### src/rtl/machine_interrupt_source_pkg.sv
// Shared CSR-side types and constants for the machine interrupt source:
// MMIO word indices, mtimecmp reset value and the external interrupt code type.
package machine_interrupt_source_pkg;

  localparam int CSR_CAUSE_CODE_WIDTH = 5;

  typedef logic [CSR_CAUSE_CODE_WIDTH-1:0] ExternalIrqCodePath;

  localparam logic [2:0] MTIME_LO    = 3'd0;
  localparam logic [2:0] MTIME_HI    = 3'd1;
  localparam logic [2:0] MTIMECMP_LO = 3'd2;
  localparam logic [2:0] MTIMECMP_HI = 3'd3;
  localparam logic [2:0] EXT_STATUS  = 3'd4;

  localparam logic [63:0] MTIMECMP_RESET_VALUE = 64'hFFFF_FFFF_FFFF_FFFF;

endpackage

### src/rtl/machine_interrupt_source_if.sv
// 32-bit MMIO request/response port of the machine interrupt source.
interface machine_interrupt_source_if;

  logic        reqValid;
  logic        reqWE;
  logic [2:0]  reqAddr;
  logic [31:0] reqWData;
  logic        rspValid;
  logic [31:0] rspRData;

  modport master (
    output reqValid, reqWE, reqAddr, reqWData,
    input  rspValid, rspRData
  );

  modport slave (
    input  reqValid, reqWE, reqAddr, reqWData,
    output rspValid, rspRData
  );

endinterface

### src/rtl/machine_interrupt_source_edge.sv
// Synchronizes an asynchronous interrupt request and its code through SYNC_STAGES
// flops and emits a one-cycle rise pulse with the code aligned to that pulse.
module irq_edge_synchronizer #(
  parameter int SYNC_STAGES = 2,
  parameter int CODE_WIDTH  = 5
) (
  input  logic                  clk,
  input  logic                  rst,
  input  logic                  req,
  input  logic [CODE_WIDTH-1:0] code,
  output logic                  rise,
  output logic [CODE_WIDTH-1:0] rise_code
);

  logic                  req_sync;
  logic [CODE_WIDTH-1:0] code_sync;
  logic                  req_prev;

  if (SYNC_STAGES == 0) begin : g_bypass
    assign req_sync  = req;
    assign code_sync = code;
  end else begin : g_chain
    logic [SYNC_STAGES-1:0]                 req_chain;
    logic [SYNC_STAGES-1:0][CODE_WIDTH-1:0] code_chain;

    // The code travels through an identical chain so it lines up with the request edge.
    always_ff @(posedge clk) begin
      if (rst) begin
        req_chain  <= '0;
        code_chain <= '0;
      end else begin
        req_chain[0]  <= req;
        code_chain[0] <= code;
        for (int i = 1; i < SYNC_STAGES; i++) begin
          req_chain[i]  <= req_chain[i-1];
          code_chain[i] <= code_chain[i-1];
        end
      end
    end

    assign req_sync  = req_chain[SYNC_STAGES-1];
    assign code_sync = code_chain[SYNC_STAGES-1];
  end

  always_ff @(posedge clk) begin
    if (rst) req_prev <= 1'b0;
    else     req_prev <= req_sync;
  end

  assign rise      = req_sync & ~req_prev;
  assign rise_code = code_sync;

endmodule

### src/rtl/machine_interrupt_source.sv
// Machine timer (mtime/mtimecmp -> mtip) and latched external interrupt (meip/meipCode)
// behind a 32-bit MMIO port with a fixed one-cycle read latency.
module machine_interrupt_source
  import machine_interrupt_source_pkg::*;
#(
  parameter int PRESCALE       = 1,
  parameter int EXT_CODE_WIDTH = $bits(ExternalIrqCodePath),
  parameter int SYNC_STAGES    = 2
) (
  input  logic                      clk,
  input  logic                      rst,
  machine_interrupt_source_if.slave bus,
  input  logic                      extIrqReq,
  input  logic [EXT_CODE_WIDTH-1:0] extIrqCode,
  output logic                      mtip,
  output logic                      meip,
  output logic [EXT_CODE_WIDTH-1:0] meipCode
);

  localparam logic [15:0] PRESCALE_LAST = 16'(PRESCALE - 1);

  logic [15:0]               prescale_cnt;
  logic [63:0]               mtime, mtime_next;
  logic [63:0]               mtimecmp, mtimecmp_next;
  logic [31:0]               rdata;
  logic                      tick, wr, rd, ext_clear, ext_rise;
  logic [EXT_CODE_WIDTH-1:0] ext_rise_code;

  assign wr        = bus.reqValid & bus.reqWE;
  assign rd        = bus.reqValid & ~bus.reqWE;
  assign tick      = (prescale_cnt == PRESCALE_LAST);
  assign ext_clear = wr && (bus.reqAddr == EXT_STATUS) && bus.reqWData[0];

  irq_edge_synchronizer #(
    .SYNC_STAGES (SYNC_STAGES),
    .CODE_WIDTH  (EXT_CODE_WIDTH)
  ) u_edge (
    .clk       (clk),
    .rst       (rst),
    .req       (extIrqReq),
    .code      (extIrqCode),
    .rise      (ext_rise),
    .rise_code (ext_rise_code)
  );

  // NOTE: every always_comb assigns its outputs a default first, so no latch can form.
  always_comb begin
    mtime_next = mtime;
    if (wr && bus.reqAddr == MTIME_LO)      mtime_next[31:0]  = bus.reqWData;
    else if (wr && bus.reqAddr == MTIME_HI) mtime_next[63:32] = bus.reqWData;
    else if (tick)                          mtime_next        = mtime + 64'd1;
  end

  always_comb begin
    mtimecmp_next = mtimecmp;
    if (wr && bus.reqAddr == MTIMECMP_LO)      mtimecmp_next[31:0]  = bus.reqWData;
    else if (wr && bus.reqAddr == MTIMECMP_HI) mtimecmp_next[63:32] = bus.reqWData;
  end

  // Read mux looks at current-state registers, so a same-cycle update is never visible.
  always_comb begin
    rdata = '0;
    case (bus.reqAddr)
      MTIME_LO:    rdata = mtime[31:0];
      MTIME_HI:    rdata = mtime[63:32];
      MTIMECMP_LO: rdata = mtimecmp[31:0];
      MTIMECMP_HI: rdata = mtimecmp[63:32];
      EXT_STATUS:  rdata = 32'({meipCode, meip});
      default:     rdata = '0;
    endcase
  end

  // NOTE: sequential state uses non-blocking assignments only; next values come from always_comb.
  always_ff @(posedge clk) begin
    if (rst) begin
      prescale_cnt <= '0;
      mtime        <= '0;
      mtimecmp     <= MTIMECMP_RESET_VALUE;
      mtip         <= 1'b0;
      bus.rspValid <= 1'b0;
      bus.rspRData <= '0;
    end else begin
      prescale_cnt <= tick ? 16'd0 : prescale_cnt + 16'd1;
      mtime        <= mtime_next;
      mtimecmp     <= mtimecmp_next;
      mtip         <= (mtime_next >= mtimecmp_next);
      bus.rspValid <= rd;
      if (rd) bus.rspRData <= rdata;
    end
  end

  // First request wins; a rise coinciding with a clear re-arms with the new code.
  always_ff @(posedge clk) begin
    if (rst) begin
      meip     <= 1'b0;
      meipCode <= '0;
    end else if (ext_rise && (!meip || ext_clear)) begin
      meip     <= 1'b1;
      meipCode <= ext_rise_code;
    end else if (ext_clear) begin
      meip     <= 1'b0;
    end
  end

endmodule

### src/flat_wrapper.sv
// flat-port wrapper written by rule: the top's interface ports become plain ports
module machine_interrupt_source_flat import machine_interrupt_source_pkg::*;
#(
  parameter int PRESCALE       = 1,
  parameter int EXT_CODE_WIDTH = $bits(ExternalIrqCodePath),
  parameter int SYNC_STAGES    = 2
)
  (clk, rst, extIrqReq, extIrqCode, mtip, meip, meipCode, bus_reqValid, bus_reqWE, bus_reqAddr, bus_reqWData, bus_rspValid, bus_rspRData);
  machine_interrupt_source_if bus_i ();
  input  logic clk;
  input  logic rst;
  input  logic extIrqReq;
  input  logic [EXT_CODE_WIDTH-1:0] extIrqCode;
  output logic mtip;
  output logic meip;
  output logic [EXT_CODE_WIDTH-1:0] meipCode;
  input wire logic [$bits(bus_i.reqValid)-1:0] bus_reqValid;
  input wire logic [$bits(bus_i.reqWE)-1:0] bus_reqWE;
  input wire logic [$bits(bus_i.reqAddr)-1:0] bus_reqAddr;
  input wire logic [$bits(bus_i.reqWData)-1:0] bus_reqWData;
  output wire logic [$bits(bus_i.rspValid)-1:0] bus_rspValid;
  output wire logic [$bits(bus_i.rspRData)-1:0] bus_rspRData;
  assign bus_i.reqValid = bus_reqValid;
  assign bus_i.reqWE = bus_reqWE;
  assign bus_i.reqAddr = bus_reqAddr;
  assign bus_i.reqWData = bus_reqWData;
  assign bus_rspValid = bus_i.rspValid;
  assign bus_rspRData = bus_i.rspRData;
  machine_interrupt_source #(.PRESCALE(PRESCALE), .EXT_CODE_WIDTH(EXT_CODE_WIDTH), .SYNC_STAGES(SYNC_STAGES)) u_core (.clk(clk), .rst(rst), .bus(bus_i), .extIrqReq(extIrqReq), .extIrqCode(extIrqCode), .mtip(mtip), .meip(meip), .meipCode(meipCode));
endmodule
### config.mk
export PLATFORM = sky130hd
export DESIGN_NAME = machine_interrupt_source_flat
export DESIGN_NICKNAME = d
export VERILOG_FILES = /design/src/rtl/machine_interrupt_source_pkg.sv /design/src/rtl/machine_interrupt_source_if.sv /design/src/rtl/machine_interrupt_source_edge.sv /design/src/rtl/machine_interrupt_source.sv /design/src/flat_wrapper.sv
export SDC_FILE = /design/constraint.sdc
export NUM_CORES = 1
export LEC_CHECK = 0
export BUFFER_PORTS_ARGS = -buffer_cell sky130_fd_sc_hd__buf_2
export CAP_MARGIN = 20
export CORE_MARGIN = 2
export CORE_UTILIZATION = 45
export CTS_BUF_LIST = sky130_fd_sc_hd__clkbuf_4
export CTS_CLUSTER_DIAMETER = 40
export DETAILED_ROUTE_END_ITERATION = 8
export GPL_TIMING_DRIVEN = 0
export RECOVER_POWER = 100
export SYNTH_ARGS = -nofsm -noshare
export SYNTH_HDL_FRONTEND = slang
export SYNTH_HIERARCHICAL = 1
export SYNTH_SLANG_ARGS = --single-unit
### constraint.sdc
create_clock -name clk -period 12.4 [get_ports clk]
set_input_delay 1.86 -clock clk [delete_from_list [all_inputs] [get_ports clk]]
set_output_delay 1.86 -clock clk [all_outputs]
set_load 0.05 [all_outputs]
==> impl_metrics.json, run 1 <==
{
  "setup_viol": 0,
  "antenna_found_initial": 1,
  "fin_util_pct": 49.7,
  "cts_buffers": 17,
  "drc": 0,
  "hold_violations": 0,
  "synth_nets": 1435,
  "synth_ff_type": "dfxtp_1",
  "critPathLaunchType": "input port",
  "finalCriticalPeriod_ns": 7.80,
  "path_max_fanout": 10,
  "area_growth_pct": 9.19,
  "yosysSeqAreaShare_pct": 34.7,
  "required_ns": 12.92,
  "power_density_nw_per_um2": 93.5,
  "worstPathArrival_ns": 8.31,
  "async_flop_share_pct": 0,
  "yosysWarnings": 6,
  "grt_pass1_vias": 10100,
  "min_path_type": "register to register",
  "ctsHoldBuffers": 0,
  "firstDrtPassIters": 5,
  "post-place-cells": 1736,
  "endpoint_kind": "register",
  "fp.dieArea_um2": 26600,
  "post_cts_resized": 0,
  "nNetsFinal": 1537,
  "io_pins": 85,
  "clk_pin_slew_ns": 0.16,
  "synth_seq_cells": 197,
  "initial_core_util_pct": 45.5,
  "cts-root-buf": "clkbuf_4",
  "clock_latency_ns": 0.62,
  "maxSlewHeadroom_pct": -33.7,
  "portBuffers": 83,
  "skew_ns": 0.0256,
  "fin_tns_setup_ns": 0,
  "crit_type": "input port to register",
  "drtIter0Drc": 1096,
  "avgSynthCellArea_um2": 8.59,
  "rows": 58,
  "grt_pass1_wl_um": 60800,
  "wire_per_inst_um": 23.0,
  "core_um2": 25000,
  "via_count": 10900,
  "fin_cells": 1771,
  "viasPerCell": 6.14,
  "cts_tree": "done",
  "worst_slew_pin_slew_ns": 2.00,
  "ys_types": 69,
  "grt_usage_pct": 30.6,
  "syn_area_um2": 11400,
  "routabilityCongestion": 1.00,
  "maxCapViolCount": 2,
  "place_hpwl_um": 30600,
  "ant_nets": 0,
  "p_leak_nw": 4.58,
  "post-route-period-util_pct": 62.9,
  "grt_max_degree": 21,
  "hold_depth": 1,
  "rsz0062_at_grt": "no",
  "wirelength_um": 40700,
  "postSynthCellCount": 1323,
  "synth-edff-count": 0,
  "clockBufferDepth": 2,
  "num-fill-cells": 2559,
  "clock.fmax_mhz": 128,
  "dieWidth_um": 163,
  "ir_worst_vdd_v": 0.0000542,
  "die_h_um": 163,
  "gr-total-overflow": 0,
  "rr_worst_depth": 13,
  "drive_above_1_share_pct": 8.48,
  "cts_sinks": 197,
  "failed_checks": "max-capacitance violations, max-slew violations",
  "cts_setup_buffers": 0,
  "final-max-slew-violation-count": 20,
  "status": "complete, but fails checks",
  "h-tree-depth": 4
}
[synthesized netlist by cell type (4+ instances only)]
master	n	area, um2
nor2b_1	25	156
clkbuf_1	67	251
buf_1	5	18.8
nand4_1	32	200
xnor2_1	10	87.6
buf_4	5	37.5
nor2b_2	8	70.1
nor4_1	16	100
o21ai_0	16	80.1
dfxtp_1	197	3940
nor2_1	112	420
o31a_1	5	43.8
mux2i_1	74	741
nor3_2	4	40.0
o211ai_1	6	45.0
ha_1	67	838
mux2_2	10	113
inv_1	6	22.5
and2_1	14	87.6
or3_1	10	62.6
o22ai_1	11	68.8
nor3b_1	6	45.0
a22oi_1	81	608
a21o_1	10	75.1
nand3_1	59	295
a21oi_1	112	561
or2_2	4	25.0
nor3_1	21	105
and3_1	17	106
nand2_1	78	293
o31ai_1	4	30.0
and4_1	18	158
xor2_1	33	289
buf_2	11	55.1
nand2b_1	68	425
or4_1	5	37.5
a31oi_1	9	56.3
a211oi_1	27	203
a22o_1	6	52.6
o21ai_1	6	30.0
[stage by stage]
| step | hold slack (ns) | power [W] | worst slack, ns | instance area [um2] |
|---|---|---|---|---|
| CTS | 0.466 | 0.00117 | 5.81 | 12500 |
| floorplan | 0.415 | 0.000759 | 7.20 | 11400 |
| global route | 0.483 | 0.00121 | 4.89 | 12400 |
| global placement | 0.416 | 0.000812 | 5.14 | 12200 |
| detailed placement | 0.424 | 0.000814 | 5.20 | 12200 |
| finish | 0.459 | 0.00116 | 4.60 | 12400 |
[cell usage in the layout (no fill, tap or decap), types with 9 or more instances in the layout]
cell type	instances
nand2b_1	68
o22ai_1	11
a31oi_1	9
mux2i_1	74
nor4_1	16
a21o_1	10
o21ai_0	20
nand3_1	59
nor3_1	24
clkbuf_4	18
clkbuf_1	122
a22oi_1	81
and2_1	14
buf_2	43
a21oi_1	112
and3_1	17
nor2b_1	25
a211oi_1	27
and4_1	18
or3_1	10
xnor2_1	10
nand4_1	32
nand2_1	78
xor2_1	33
nor2_1	112
dfxtp_1	197
ha_1	67
[flip-flops by register name, indices dropped and copies added (netlist names)]
signal / count
u_core/meipCode: 5
u_core/meip: 1
u_core/prescale_cnt: 16
u_core/bus.rspValid: 1
u_core/mtip: 1
u_core/mtimecmp: 64
u_core/bus.rspRData: 32
u_core/u_edge/g_chain.code_chain: 5
u_core/u_edge/rise_code: 5
u_core/mtime: 64
u_core/u_edge/req_prev: 1
u_core/u_edge/g_chain.req_chain: 2
[final timing paths]
kind,startpoint,to,slack [ns]
setup / recovery,bus_reqAddr[0],u_core/mtip$_SDFF_PP0_,4.60
hold / removal,u_core/u_edge/g_chain.code_chain[2]$_SDFF_PP0_,u_core/u_edge/rise_code[2]$_SDFF_PP0_,0.46
setup reg to reg,u_core/mtime[16]$_SDFF_PP0_,u_core/mtip$_SDFF_PP0_,7.15
hold reg to reg,u_core/u_edge/g_chain.code_chain[2]$_SDFF_PP0_,u_core/u_edge/rise_code[2]$_SDFF_PP0_,0.46
[kinds of logic after synthesis]
family                     synth area share (%)
DFF                                        34.7
and+or+nand+nor                            25.4
AOI/OAI and AO/OA                          18.2
buffers and inverters                      3.59
muxes                                      7.51
xor gates and xnor gates                   3.31
adders and majority gates                  7.37
[power breakdown]
part	switching, W	internal [W]	leakage, nW
combinational	0.0000930	0.0000477	2.83
sequential	0.0000132	0.000648	1.60
clock	0.000263	0.0000959	0.159
[per-layer routing]
metal	part of all wire (%)	GRT usage, %
met5	0	0
met4	3.9	11.3
met3	7.5	5.40
met1	44	41.9
met2	44	48.3
[layout make-up]
cell class	instances	area, um2	area share (%)
Multi-Input combinational cell	1030	7000	56.4
Sequential cell	197	3940	31.8
Tap cell	330	413	3.33
Buffer	90	368	2.96
Timing Repair Buffer	83	362	2.91
Clock inverter	14	160	1.29
Clock buffer	18	135	1.09
Inverter	6	22.5	0.181
Antenna cell	3	7.51	0.0605
[worst max-delay path, stage by stage]
cell and delay [ns]:
clkbuf_1 0.12, clkbuf_1 0.26, nor3_1 1.59, nand3_1 0.76
clkbuf_1 0.47, clkbuf_1 0.47, o22ai_1 0.30, nor2_1 0.08
ha_1 0.29, and4_1 0.22, nand2_1 0.18, or4b_2 0.79
o31ai_1 0.52, nor3_1 0.14, o22ai_1 0.23
Note: power is estimated with default switching activity, not from simulation.
==> run 2, diff against run 1 <==
==> constraint.sdc (replaced) <==
create_clock -name clk -period 7.1 [get_ports clk]
set_input_delay 1.065 -clock clk [delete_from_list [all_inputs] [get_ports clk]]
set_output_delay 1.065 -clock clk [all_outputs]
set_load 0.05 [all_outputs]
==> impl_metrics.json, run 2 (synthesis results as in run 1) <==
{
  "status": "complete, but fails checks",
  "failed_checks": "max-capacitance violations, max-slew violations",
  "maxCapViolCount": 1,
  "holdWs_ns": 0.459,
  "wire_per_inst_um": 23.0,
  "ant_nets": 0,
  "rows": 58,
  "via_count": 10800,
  "cts_setup_buffers": 0,
  "cts_buffers": 17,
  "h-tree-depth": 4,
  "num-fill-cells": 2563,
  "path_common_cell": "clkbuf_1",
  "setup_viol": 0,
  "gr-total-overflow": 0,
  "ir_worst_vdd_v": 0.0000941,
  "viasPerCell": 6.11,
  "max_stage_delay_ns": 0.91,
  "clk_pin_slew_ns": 0.16,
  "ctsHoldBuffers": 0,
  "required_ns": 7.61,
  "maxSlewHeadroom_pct": -32.3,
  "hold_depth": 1,
  "clockBufferDepth": 2,
  "grt_max_degree": 21,
  "die_h_um": 163,
  "antenna_found_initial": 1,
  "rsz0062_at_grt": "no",
  "core_um2": 25000,
  "post-route-period-util_pct": 89.7,
  "nNetsFinal": 1537,
  "final-max-slew-violation-count": 10,
  "clock.fmax_mhz": 157,
  "clock_latency_ns": 0.61,
  "cts_sinks": 197,
  "cts_tree": "done",
  "path_depth": 15,
  "grt_usage_pct": 30.6,
  "path_max_fanout": 10,
  "fin_tns_setup_ns": 0,
  "worstPathArrival_ns": 6.88,
  "crit_family": "simple AND/OR/NAND/NOR gates",
  "crit_type": "input port to register",
  "p_leak_nw": 4.58,
  "wirelength_um": 40700,
  "min_path_type": "register to register",
  "io_pins": 85,
  "endpoint_kind": "register",
  "reg_top3": "u_core/mtime (64), u_core/mtimecmp (64), u_core/bus.rspRData (32)",
  "routabilityCongestion": 1.00,
  "grt_pass1_wl_um": 60800,
  "worst_slew_pin_slew_ns": 1.98,
  "drive_above_1_share_pct": 8.41,
  "area_growth_pct": 9.12,
  "layout_commonest_cell": "dfxtp_1",
  "rrSetupSlack_ns": 1.72,
  "portBuffers": 83,
  "fp.dieArea_um2": 26600,
  "power_density_nw_per_um2": 163,
  "drc": 0,
  "dieWidth_um": 163,
  "final_cell_mix": "dfxtp_1, clkbuf_1, nor2_1, a21oi_1, a22oi_1",
  "cts-root-buf": "clkbuf_4",
  "finalCriticalPeriod_ns": 6.37,
  "worstPathBufferInverterCount": 4,
  "post_cts_resized": 0,
  "hold_violations": 0,
  "initial_core_util_pct": 45.5,
  "place_hpwl_um": 30600,
  "cp_slowest_cell": "clkbuf_1",
  "skew_ns": 0.0251,
  "drtIter0Drc": 1154,
  "critPathLaunchType": "input port",
  "grt_pass1_vias": 10100,
  "firstDrtPassIters": 8,
  "critical_path.cell_chain": "clkbuf_1 -> nor2b_1 -> and2_1 -> clkbuf_1 -> nor2b_1 -> clkbuf_1 -> clkbuf_1 -> mux2i_1 -> ha_1 -> nand4_1 -> nor3_1 -> or4b_2 -> o31ai_1 -> nor3_1 -> o22ai_1",
  "rr_worst_depth": 16
}
run 2: cell type report:
type	instances	area, um2	area share (%)
Buffer	90	368	2.97
Multi-Input combinational cell	1030	6990	56.4
Sequential cell	197	3940	31.8
Tap cell	330	413	3.33
Clock inverter	14	160	1.29
Timing Repair Buffer	83	362	2.91
Antenna cell	3	7.51	0.0605
Clock buffer	18	135	1.09
Inverter	6	22.5	0.182
run 2: worst paths after layout:
check | to | from
max reg2reg | u_core/mtip$_SDFF_PP0_ | u_core/prescale_cnt[0]$_SDFF_PP0_
max | u_core/mtip$_SDFF_PP0_ | bus_reqAddr[2]
min reg2reg | u_core/u_edge/rise_code[2]$_SDFF_PP0_ | u_core/u_edge/g_chain.code_chain[2]$_SDFF_PP0_
min | u_core/u_edge/rise_code[2]$_SDFF_PP0_ | u_core/u_edge/g_chain.code_chain[2]$_SDFF_PP0_
run 2: report_power, final:
group	internal (W)	switching [W]
combinational	0.0000832	0.000163
sequential	0.00113	0.0000229
clock	0.000168	0.000457
run 2: through the flow:
stage	setup WS [ns]	instance area (um2)	util (%)	power [W]	std cells
2_1_floorplan	2.69	11400	-	0.00133	1323
3_3_place_gp	0.637	12200	48.9	0.00142	1736
3_5_place_dp	0.691	12200	48.9	0.00142	1736
4_1_cts	1.31	12500	50.1	0.00204	1768
5_1_grt	0.674	12400	49.7	0.00211	1771
6_report	0.734	12400	49.7	0.00202	1771
run 2: layer usage:
metal,vias up,share of wire (%),global-route usage [%]
met2,466,45,48.3
met1,5190,44,41.9
met4,0,3.7,11.3
li1,5096,-,-
met5,-,0,0
met3,70,8.0,5.40
